<file path="src/rtl/risc_pkg.sv">
// Shared definitions for the small RISC core: instruction field positions, opcode classes,
// and the sequencer state encoding. Also used by the ALU.
package risc_pkg;

    localparam int unsigned InstrW   = 20;
    localparam int unsigned PcW      = 8;
    localparam int unsigned RegAddrW = 3;
    localparam int unsigned DataW    = 16;
    localparam int unsigned AluResW  = 18;

    localparam int unsigned OpMsb    = 19;
    localparam int unsigned OpLsb    = 16;
    localparam int unsigned AluOpMsb = 19;
    localparam int unsigned AluOpLsb = 15;
    localparam int unsigned RdMsb    = 14;
    localparam int unsigned RdLsb    = 12;
    localparam int unsigned RaMsb    = 11;
    localparam int unsigned RaLsb    = 9;
    localparam int unsigned RbMsb    = 8;
    localparam int unsigned RbLsb    = 6;
    localparam int unsigned ImmMsb   = 8;
    localparam int unsigned ImmLsb   = 0;

    typedef enum logic [3:0] {
        OpAdd, OpSub, OpAnd, OpOr, OpXor, OpNop, OpNop2, OpIll7,
        OpShl, OpShr, OpSlt, OpLui, OpJumpA, OpJumpR, OpIll14, OpHalt
    } op_e;

    typedef enum logic [2:0] {
        ClsWrite, ClsNop, ClsJumpA, ClsJumpR, ClsIllegal, ClsHalt
    } op_class_e;

    typedef enum logic [2:0] {
        StFetch, StDecode, StExec, StWb, StHalt
    } state_e;

    function automatic op_class_e decode_class(input logic [3:0] op);
        op_class_e cls;
        case (op)
            OpNop, OpNop2:   cls = ClsNop;
            OpIll7, OpIll14: cls = ClsIllegal;
            OpJumpA:         cls = ClsJumpA;
            OpJumpR:         cls = ClsJumpR;
            OpHalt:          cls = ClsHalt;
            default:         cls = ClsWrite;
        endcase
        return cls;
    endfunction

endpackage

</file>
<file path="src/rtl/instr_decode.sv">
// Combinational field extraction and opcode classification of a latched instruction word.
module instr_decode
    import risc_pkg::*;
(
    input  logic [InstrW-1:0]   instr_i,
    output logic [4:0]          aluopcode_o,
    output logic [RegAddrW-1:0] rd_o,
    output logic [RegAddrW-1:0] ra_o,
    output logic [RegAddrW-1:0] rb_o,
    output logic [8:0]          immed_o,
    output op_class_e           op_class_o
);

    // rb and immed share bits [8:6]; both views are always presented
    assign aluopcode_o = instr_i[AluOpMsb:AluOpLsb];
    assign rd_o        = instr_i[RdMsb:RdLsb];
    assign ra_o        = instr_i[RaMsb:RaLsb];
    assign rb_o        = instr_i[RbMsb:RbLsb];
    assign immed_o     = instr_i[ImmMsb:ImmLsb];
    assign op_class_o  = decode_class(instr_i[OpMsb:OpLsb]);

endmodule

</file>
<file path="src/rtl/ctrl_sequencer.sv">
// Multi-cycle control sequencer: fetch, decode, execute, write-back; owns pc and
// the retired/halted/illegal status.
module ctrl_sequencer
    import risc_pkg::*;
(
    input  logic                 clk,
    input  logic                 rst,
    output logic                 imem_req,
    output logic [PcW-1:0]       imem_addr,
    input  logic                 imem_valid,
    input  logic [InstrW-1:0]    imem_rdata,
    output logic                 alu_en,
    output logic [4:0]           aluopcode,
    output logic [8:0]           immed,
    output logic [RegAddrW-1:0]  rf_raddr_a,
    output logic [RegAddrW-1:0]  rf_raddr_b,
    output logic                 rf_we,
    output logic [RegAddrW-1:0]  rf_waddr,
    output logic [DataW-1:0]     rf_wdata,
    input  logic [AluResW-1:0]   alu_result,
    input  logic                 shldBranch,
    output logic [PcW-1:0]       pc,
    output logic                 halted,
    output logic                 illegal,
    output logic [15:0]          retired
);

    state_e              state_q, state_d;
    logic [PcW-1:0]      pc_q, pc_d;
    logic [InstrW-1:0]   instr_q, instr_d;
    logic [DataW-1:0]    wdata_q, wdata_d;
    logic                branch_q, branch_d;
    logic [15:0]         retired_q, retired_d;
    logic                halted_q, halted_d;
    logic                illegal_q, illegal_d;
    logic                imem_req_q, imem_req_d;
    logic                alu_en_q, alu_en_d;
    logic                rf_we_q, rf_we_d;

    logic [RegAddrW-1:0] dec_rd;
    op_class_e           dec_class;

    instr_decode u_instr_decode (
        .instr_i     (instr_q),
        .aluopcode_o (aluopcode),
        .rd_o        (dec_rd),
        .ra_o        (rf_raddr_a),
        .rb_o        (rf_raddr_b),
        .immed_o     (immed),
        .op_class_o  (dec_class)
    );

    // The ALU result's top two bits carry flags that write-back does not use
    logic unused_alu_hi;
    assign unused_alu_hi = ^alu_result[AluResW-1:DataW];

    always_comb begin
        state_d   = state_q;
        pc_d      = pc_q;
        instr_d   = instr_q;
        wdata_d   = wdata_q;
        branch_d  = branch_q;
        retired_d = retired_q;
        illegal_d = illegal_q;
        halted_d  = halted_q;

        unique case (state_q)
            StFetch: begin
                // Only accept a word once the request has actually been presented
                if (imem_req_q && imem_valid) begin
                    instr_d = imem_rdata;
                    state_d = StDecode;
                end
            end
            StDecode: begin
                case (dec_class)
                    ClsHalt:    state_d = StHalt;
                    ClsNop:     state_d = StWb;
                    ClsIllegal: begin
                        state_d   = StWb;
                        illegal_d = 1'b1;
                    end
                    default:    state_d = StExec;
                endcase
            end
            StExec: begin
                wdata_d  = alu_result[DataW-1:0];
                branch_d = shldBranch;
                state_d  = StWb;
            end
            StWb: begin
                if (retired_q != 16'hFFFF) begin
                    retired_d = retired_q + 16'd1;
                end
                if (dec_class == ClsJumpA || (dec_class == ClsJumpR && branch_q)) begin
                    pc_d = wdata_q[PcW-1:0];
                end else begin
                    pc_d = pc_q + 8'd1;
                end
                state_d = StFetch;
            end
            StHalt: begin
                state_d = StHalt;
            end
            default: begin
                state_d = StFetch;
            end
        endcase

        if (state_d == StHalt) begin
            halted_d = 1'b1;
        end

        // Registered strobes follow the state being entered, so they align with state_q
        imem_req_d = (state_d == StFetch);
        alu_en_d   = (state_d == StExec);
        rf_we_d    = (state_d == StWb) && (dec_class == ClsWrite);
    end

    always_ff @(posedge clk) begin
        if (rst) begin
            state_q    <= StFetch;
            pc_q       <= '0;
            instr_q    <= '0;
            wdata_q    <= '0;
            branch_q   <= 1'b0;
            retired_q  <= '0;
            halted_q   <= 1'b0;
            illegal_q  <= 1'b0;
            imem_req_q <= 1'b0;
            alu_en_q   <= 1'b0;
            rf_we_q    <= 1'b0;
        end else begin
            state_q    <= state_d;
            pc_q       <= pc_d;
            instr_q    <= instr_d;
            wdata_q    <= wdata_d;
            branch_q   <= branch_d;
            retired_q  <= retired_d;
            halted_q   <= halted_d;
            illegal_q  <= illegal_d;
            imem_req_q <= imem_req_d;
            alu_en_q   <= alu_en_d;
            rf_we_q    <= rf_we_d;
        end
    end

    assign imem_req  = imem_req_q;
    assign imem_addr = pc_q;
    assign alu_en    = alu_en_q;
    assign rf_we     = rf_we_q;
    assign rf_waddr  = dec_rd;
    assign rf_wdata  = wdata_q;
    assign pc        = pc_q;
    assign halted    = halted_q;
    assign illegal   = illegal_q;
    assign retired   = retired_q;

endmodule

</file>
<file path="config.mk">
export PLATFORM = sky130hd
export DESIGN_NAME = ctrl_sequencer
export DESIGN_NICKNAME = d
export VERILOG_FILES = /design/src/rtl/risc_pkg.sv /design/src/rtl/instr_decode.sv /design/src/rtl/ctrl_sequencer.sv
export SDC_FILE = /design/constraint.sdc
export NUM_CORES = 1
export LEC_CHECK = 0
export ABC_AREA = 1
export BUFFER_PORTS_ARGS = -buffer_cell sky130_fd_sc_hd__buf_2
export CAP_MARGIN = 20
export CORE_ASPECT_RATIO = 0.5
export CORE_MARGIN = 3
export CORE_UTILIZATION = 50
export DETAILED_ROUTE_END_ITERATION = 8
export PLACE_DENSITY = 0.9
export RECOVER_POWER = 25
export SETUP_SLACK_MARGIN = 0.5
export SYNTH_ARGS = -nofsm -noshare
export SYNTH_HDL_FRONTEND = slang
export SYNTH_HIERARCHICAL = 1
export SYNTH_SLANG_ARGS = --single-unit
export TNS_END_PERCENT = 5
</file>
<file path="constraint.sdc">
create_clock -name clk -period 1.9 [get_ports clk]
set_clock_uncertainty 0.2 [all_clocks]
set_input_delay 0.095 -clock clk [delete_from_list [all_inputs] [get_ports clk]]
set_output_delay 0.095 -clock clk [all_outputs]
set_load 0.01 [all_outputs]
</file>
# Yosys cells after proc, flatten, opt, wreduce, memory -nomap -nowiden
# Index checks and enable logic that the tools add are counted.
# W data, S select, Z words.
[word_totals] elab_cells=51 ff_bits=69
[classes] add_sub_neg=2 eq_ne=20 n_mux=5 reduce_logical=13
[op_table] op="$eq A3 B2 Y1 const B" n=6
[op_table] op="$add A16 B1 Y16 const B" n=1
[op_table] op="$eq A4 B4 Y1 const B" n=4
[op_table] op="$ne A16 B16 Y1 const B" n=1
[op_table] op="$pmux W3 S5" n=1
[op_table] op="$eq A3 B3 Y1 const B" n=4
[op_table] op="$eq A4 B3 Y1 const B" n=3
[op_table] op="$pmux W3 S4" n=1
[op_table] op="$logic_not A3 Y1" n=3
[op_table] op="$add A8 B1 Y8 const B" n=1
[op_table] op="$mux W8" n=1
[op_table] op="$eq A3 B1 Y1 const B" n=2
[op_table] op="$pmux W3 S2" n=1
[op_table] op="$reduce_and A2 Y1" n=3
[op_table] op="$reduce_or A2 Y1" n=3
[op_table] op="$logic_and A1 B1 Y1" n=3
[op_table] op="$mux W3" n=1
[op_table] op="$logic_or A1 B1 Y1" n=1

# Logic depth before layout (Yosys ltp)
[depth] ltp_word=9 ltp_mapped=11

# Modules after synthesis
# Netlist, hierarchy kept.
[modules_own_cells] module="ctrl_sequencer" area_each_um2=3131.8 instances=1 cells_per_inst=442
[modules_own_cells] module="instr_decode" area_each_um2=211.5 instances=1 cells_per_inst=32

# Worst setup path after synthesis
# OpenSTA, ideal clock, no wires.
[synth_path] path_type="reg2reg" start="register retired_q[0] (netlist: retired[0])" end="register retired_q[10] (netlist: retired[10])" path_buffers=1 setup_ns=0.139 path_stages_with_launch=10 arrival_ns=1.447 path_slack_ns=0.114 path_cell_list="dfxtp_1 -> ha_1 -> nand3_2 -> clkinv_1 -> nand2_2 -> nor2_1 -> nor2_4 -> buf_6 -> nand2_1 -> a21oi_2"
[synth_between] elab_chain_len=2
[synth_lines] element="from (decl)" line_no="ctrl_sequencer.sv:33" text="logic [15:0] retired_q, retired_d;"
[synth_lines] element="from (signal assigned)" line_no="ctrl_sequencer.sv:139" text="retired_q <= retired_d;"
[synth_lines] element="branches (longest 2 deep; another with $add A16 B1 Y16)"
# Parallel ways; which one is timed is not known.
# A chain may end at the register's enable or synchronous reset.

# Worst setup path after layout
[layout_path] start="register instr_q[17]" end="register pc_q[4] (netlist: imem_addr[4])"
[layout_between] elab_chain_len=7
[layout_lines] element="from (decl)" line_no="ctrl_sequencer.sv:30" text="logic [InstrW-1:0] instr_q, instr_d;"
[layout_lines] element="from (signal assigned)" line_no="ctrl_sequencer.sv:136" text="instr_q <= instr_d;"
[layout_lines] element="$eq A4 B3 Y1 / $eq A4 B4 Y1 (equally long branches)" line_no="risc_pkg.sv:39" text="case (op)"
[layout_lines] element="$reduce_or A2 Y1" line_no="risc_pkg.sv:39"
[layout_lines] element="$pmux W3 S5 (*)" line_no="risc_pkg.sv:39"
[layout_lines] element="via dec_class[2]" line_no="ctrl_sequencer.sv:41" text="op_class_e dec_class;"
[layout_lines] element="$eq A3 B2 Y1" line_no="ctrl_sequencer.sv:95" text="if (dec_class == ClsJumpA || (dec_class == ClsJumpR && branch_q)) begin"
[layout_lines] element="$logic_and A1 B1 Y1" line_no="ctrl_sequencer.sv:95"
[layout_lines] element="$logic_or A1 B1 Y1 (*)" line_no="ctrl_sequencer.sv:95"
[layout_lines] element="$mux W8 (*)" line_no="ctrl_sequencer.sv:95"
[layout_lines] element="to (signal assigned)" line_no="ctrl_sequencer.sv:135" text="pc_q <= pc_d;"
[layout_lines] element="to (decl)" line_no="ctrl_sequencer.sv:29" text="logic [PcW-1:0] pc_q, pc_d;"
# Mark *: on every way through the listed nets, which the timed path passes. The rest lies on a longest branch.

==> reports/qor_table.md <==
| Group | Metric | Reported |
| --- | --- | --- |
| finish | Final instance area | 4950 sq um |
| clock network | TritonCTS clock tree | yes |
| power | Final Power | 0.00437 W |
| placed design | Placed Instances | 644 |
| floorplanning | Y dimension of the die | 63.8 microns |
| logic synthesis | Total number of yosys warnings | 6 |
| route | Number of nets with antenna violations after detailed routing | 0 |
| finish | Final Util | 79.2% |
| route | Final routed wirelength across all metal layers | 12600 microns |
| clock network | Clk Latency, worst-skew pair | 0.34 ns |
| power | Power per Cell Area | 882 nW/um^2 |
| clock network | Sinks on the clock net | 69 |
| global route | Maximum number of pins on one net before global-route repair | 43 |
| sta | Number of setup violations in the final report | 0 |
| route | Vias/cell | 5.53 |
| power | Net switching power of the design | 0.00125 W |
| finish | Most common cell after layout, fill and taps aside | nor2_1 |
| placed design | Post-DP HPWL | 5940 microns |
| sta | Relative slew margins | 77.9% |
| global route | GRT Overall Usage | 31.5% |
| sta | Count of final hold-check violations | 0 |
| power | Logic gate share of total power | 17.9% |
| placed design | RD Place Congestion | 0.912 |
| global route | Number of global-route vias before repair | 3939 |
| route | Length of the first detailed-routing pass in iterations | 5 |
| logic synthesis | Async S/R FF share, synth | 0% |
| floorplanning | Floorplan die width | 122 microns |
| power | Worst vdd rail ir drop | 0.563 mV |
| logic synthesis | Yosys reg bits | 69 |
| finish | Highest-count cells in the layout ignoring fill and taps | 97 x nor2_1, 81 x buf_2, 75 x nand2_1 |
| logic synthesis | Synth Instances | 474 |
| power | Switching share of power | 28.6% |
| finish | Total number of nets in the final design | 673 |
| finish | Final non-filler cell total | 722 |
| status | Result of the run | complete, no violations |
| sta | Maximum operating frequency | 0.541 GHz |
| critical path | Worst EP arrival | 1.86 ns |
| hold path | Type of the worst min-delay path | in -> reg |
| route | Number of remaining DRC errors | 0 |
| sta | Setup repair after global routing missed its margin | true |
| critical path | Critical Path Source Type | flip-flop |
| floorplanning | Row count | 20 |
| power | Pint | 0.00312 W |
| logic synthesis | Number of synthesized flops with an enable pin | 0 |
| flow run | Reported max-cap violation count | 0 |
| logic synthesis | Area of the mapped netlist | 3340 sq um |
| power | Portion of total power attributed to sequential cells | 38.4% |
| logic synthesis | Sequential area share after synthesis | 41.3% |
| route | Drt first-iter violations | 453 |
| sta | Final Cycle Share | 97.3% |
| sta | Setup total negative slack | 0 ns |
| logic synthesis | Primary FF master, synth | dfxtp_1 |
| sta | Slew Limit Fails | 0 |
| clock network | Root Buffer | clkbuf_16 |
| placed design | Placement-stage cell area | 3880 sq um |
| power | Fraction of power consumed by the clock network | 43.6% |
| critical path | Maximum fanout encountered on the critical timing path | 7 |
| floorplanning | Die area | 7760 sq um |
| logic synthesis | Unique masters post-synth | 31 |
| global route | First-pass GRT wire length | 19400 microns |
| critical path | Startpoint-to-endpoint class of the critical path | reg -> reg |
| route | Total via count after detailed routing | 3994 |
| critical path | Critical path capture point type | flip-flop |
| finish | Antenna fix cells | 0 |
| placed design | Number of buffers added on ports | 115 |
| floorplanning | Core region area | 6260 sq um |
| finish | Layout Area Growth over Synthesis | 48.1% |
| clock network | CTS H-tree depth | 3 |
| global route | Number of antenna violations at the first check in global routing | 0 |
| floorplanning | Number of I/O pins | 118 |
| logic synthesis | Average size of a mapped cell | 7.05 sq um |
| power | Leakage Power | 2.12 nW |
| route | Average wire per cell in the routed design | 17.4 microns |
| sta | Worst-margin pin slew | 0.330 ns |
| logic synthesis | Nets in the synthesized netlist | 518 |
| floorplanning | Starting utilization of the core area | 53.4% |
| global route | Total congestion overflow | 0 |
| sta | Min Tclk post-route | 1.85 ns |
| clock network | Num CTS Buffers | 9 |
| critical path | Required time at the worst-slack endpoint | 1.91 ns |
| finish | Fraction of layout cells with a size suffix above 1 | 32.6% |
| clock network | Largest buffer count on any clock path | 2 |
| clock network | Clock-pin slew reported for the worst setup and hold paths after clock tree synthesis | 0.07 ns |
## flip-flops by register name (all words and copies together) (netlist names), 3 cells and up
| register | flops |
|---|---|
| instr_q | 20 |
| state_q | 3 |
| rf_wdata | 16 |
| retired | 16 |
| imem_addr | 8 |
## layer usage
layer  track usage, %  routed length (microns)  vias up
li1                 -                        -     1791
met1             33.8                     4500     1823
met5                0                        0        -
met3             10.3                     1120       84
met2             55.9                     6190      296
met4             15.2                      753        0
## final timing paths
kind	start	endpoint	slack, ns	depth (start not counted)
max	instr_q[17]	imem_addr[4]	0.05	9
max reg2reg	instr_q[17]	imem_addr[4]	0.05	9
min reg2reg	instr_q[4]	instr_q[4]	0.28	2
min	imem_valid	state_q[0]	0.16	4
## per-stage QoR
stage / hold WS [ns] / worst slack [ns]
final: 0.163 / 0.0512
after global routing: 0.194 / 0.0220
after CTS: 0.118 / 0.309
after detailed placement: 0.126 / 0.0978
after global placement: 0.117 / 0.159
after floorplan: 0.0299 / 0.356
## cell type report
cell class / count / area [sq um]
clock buffer: 11 / 253
clock inverter: 5 / 81.3
fill: 392 / 1300
inverter: 39 / 159
multi-input combinational: 317 / 1650
sequential: 69 / 1410
tap: 88 / 110
timing repair buffer: 192 / 1280
timing repair inverter: 1 / 7.51
## power by group through the flow
stage / logic, W / clock network (W) / registers, W
2_1_floorplan: 0.000411 / 0 / 0.00170
3_3_place_gp: 0.000566 / 0 / 0.00167
3_5_place_dp: 0.000582 / 0 / 0.00168
4_1_cts: 0.000730 / 0.00187 / 0.00166
5_1_grt: 0.000852 / 0.00199 / 0.00169
6_report: 0.000783 / 0.00191 / 0.00168
## logic make-up (layout without fill, tap and decap cells)
kind of cell / after synthesis / count (layout) / synth area share [%]
adder cells (fa/ha/maj): 2 / 2 / 0.748
flip-flops: 69 / 69 / 41.3
AND/OR/NAND/NOR: 219 / 219 / 27.2
AO/OA/AOI/OAI: 89 / 89 / 14.9
XOR/XNOR: 7 / 7 / 1.83
buffers and inverters: 88 / 248 / 14.0
## cells in the mapped netlist, types with 7 or more instances
master / n / area (sq um)
nand2_1: 78 / 293
nand3_1: 14 / 70.1
dfxtp_1: 69 / 1380
a21oi_2: 10 / 87.6
a21oi_1: 22 / 110
clkbuf_1: 11 / 41.3
nand2_2: 7 / 43.8
nor2_1: 103 / 387
inv_1: 38 / 143
buf_4: 31 / 233
nand4_1: 7 / 43.8
o21ai_0: 52 / 260
## worst max-delay path, stage by stage (launching register included)
cell and delay (ns):
dfxtp_4 0.38, o21ai_1 0.07, nor2_1 0.20, buf_4 0.16
nor2_4 0.04, nand2_4 0.13, buf_6 0.15, a21oi_1 0.06
o21ai_0 0.23, nor2_1 0.10
## what timing repair did
action	CTS	global route
setup endpoints to repair	68	69
hold endpoints to repair	42	0
hold buffers	38	0
gates resized for setup	54	20
buffers inserted	21	1
pin swaps	13	7
cloned	2	0
Power figures use the tool's default switching activity.
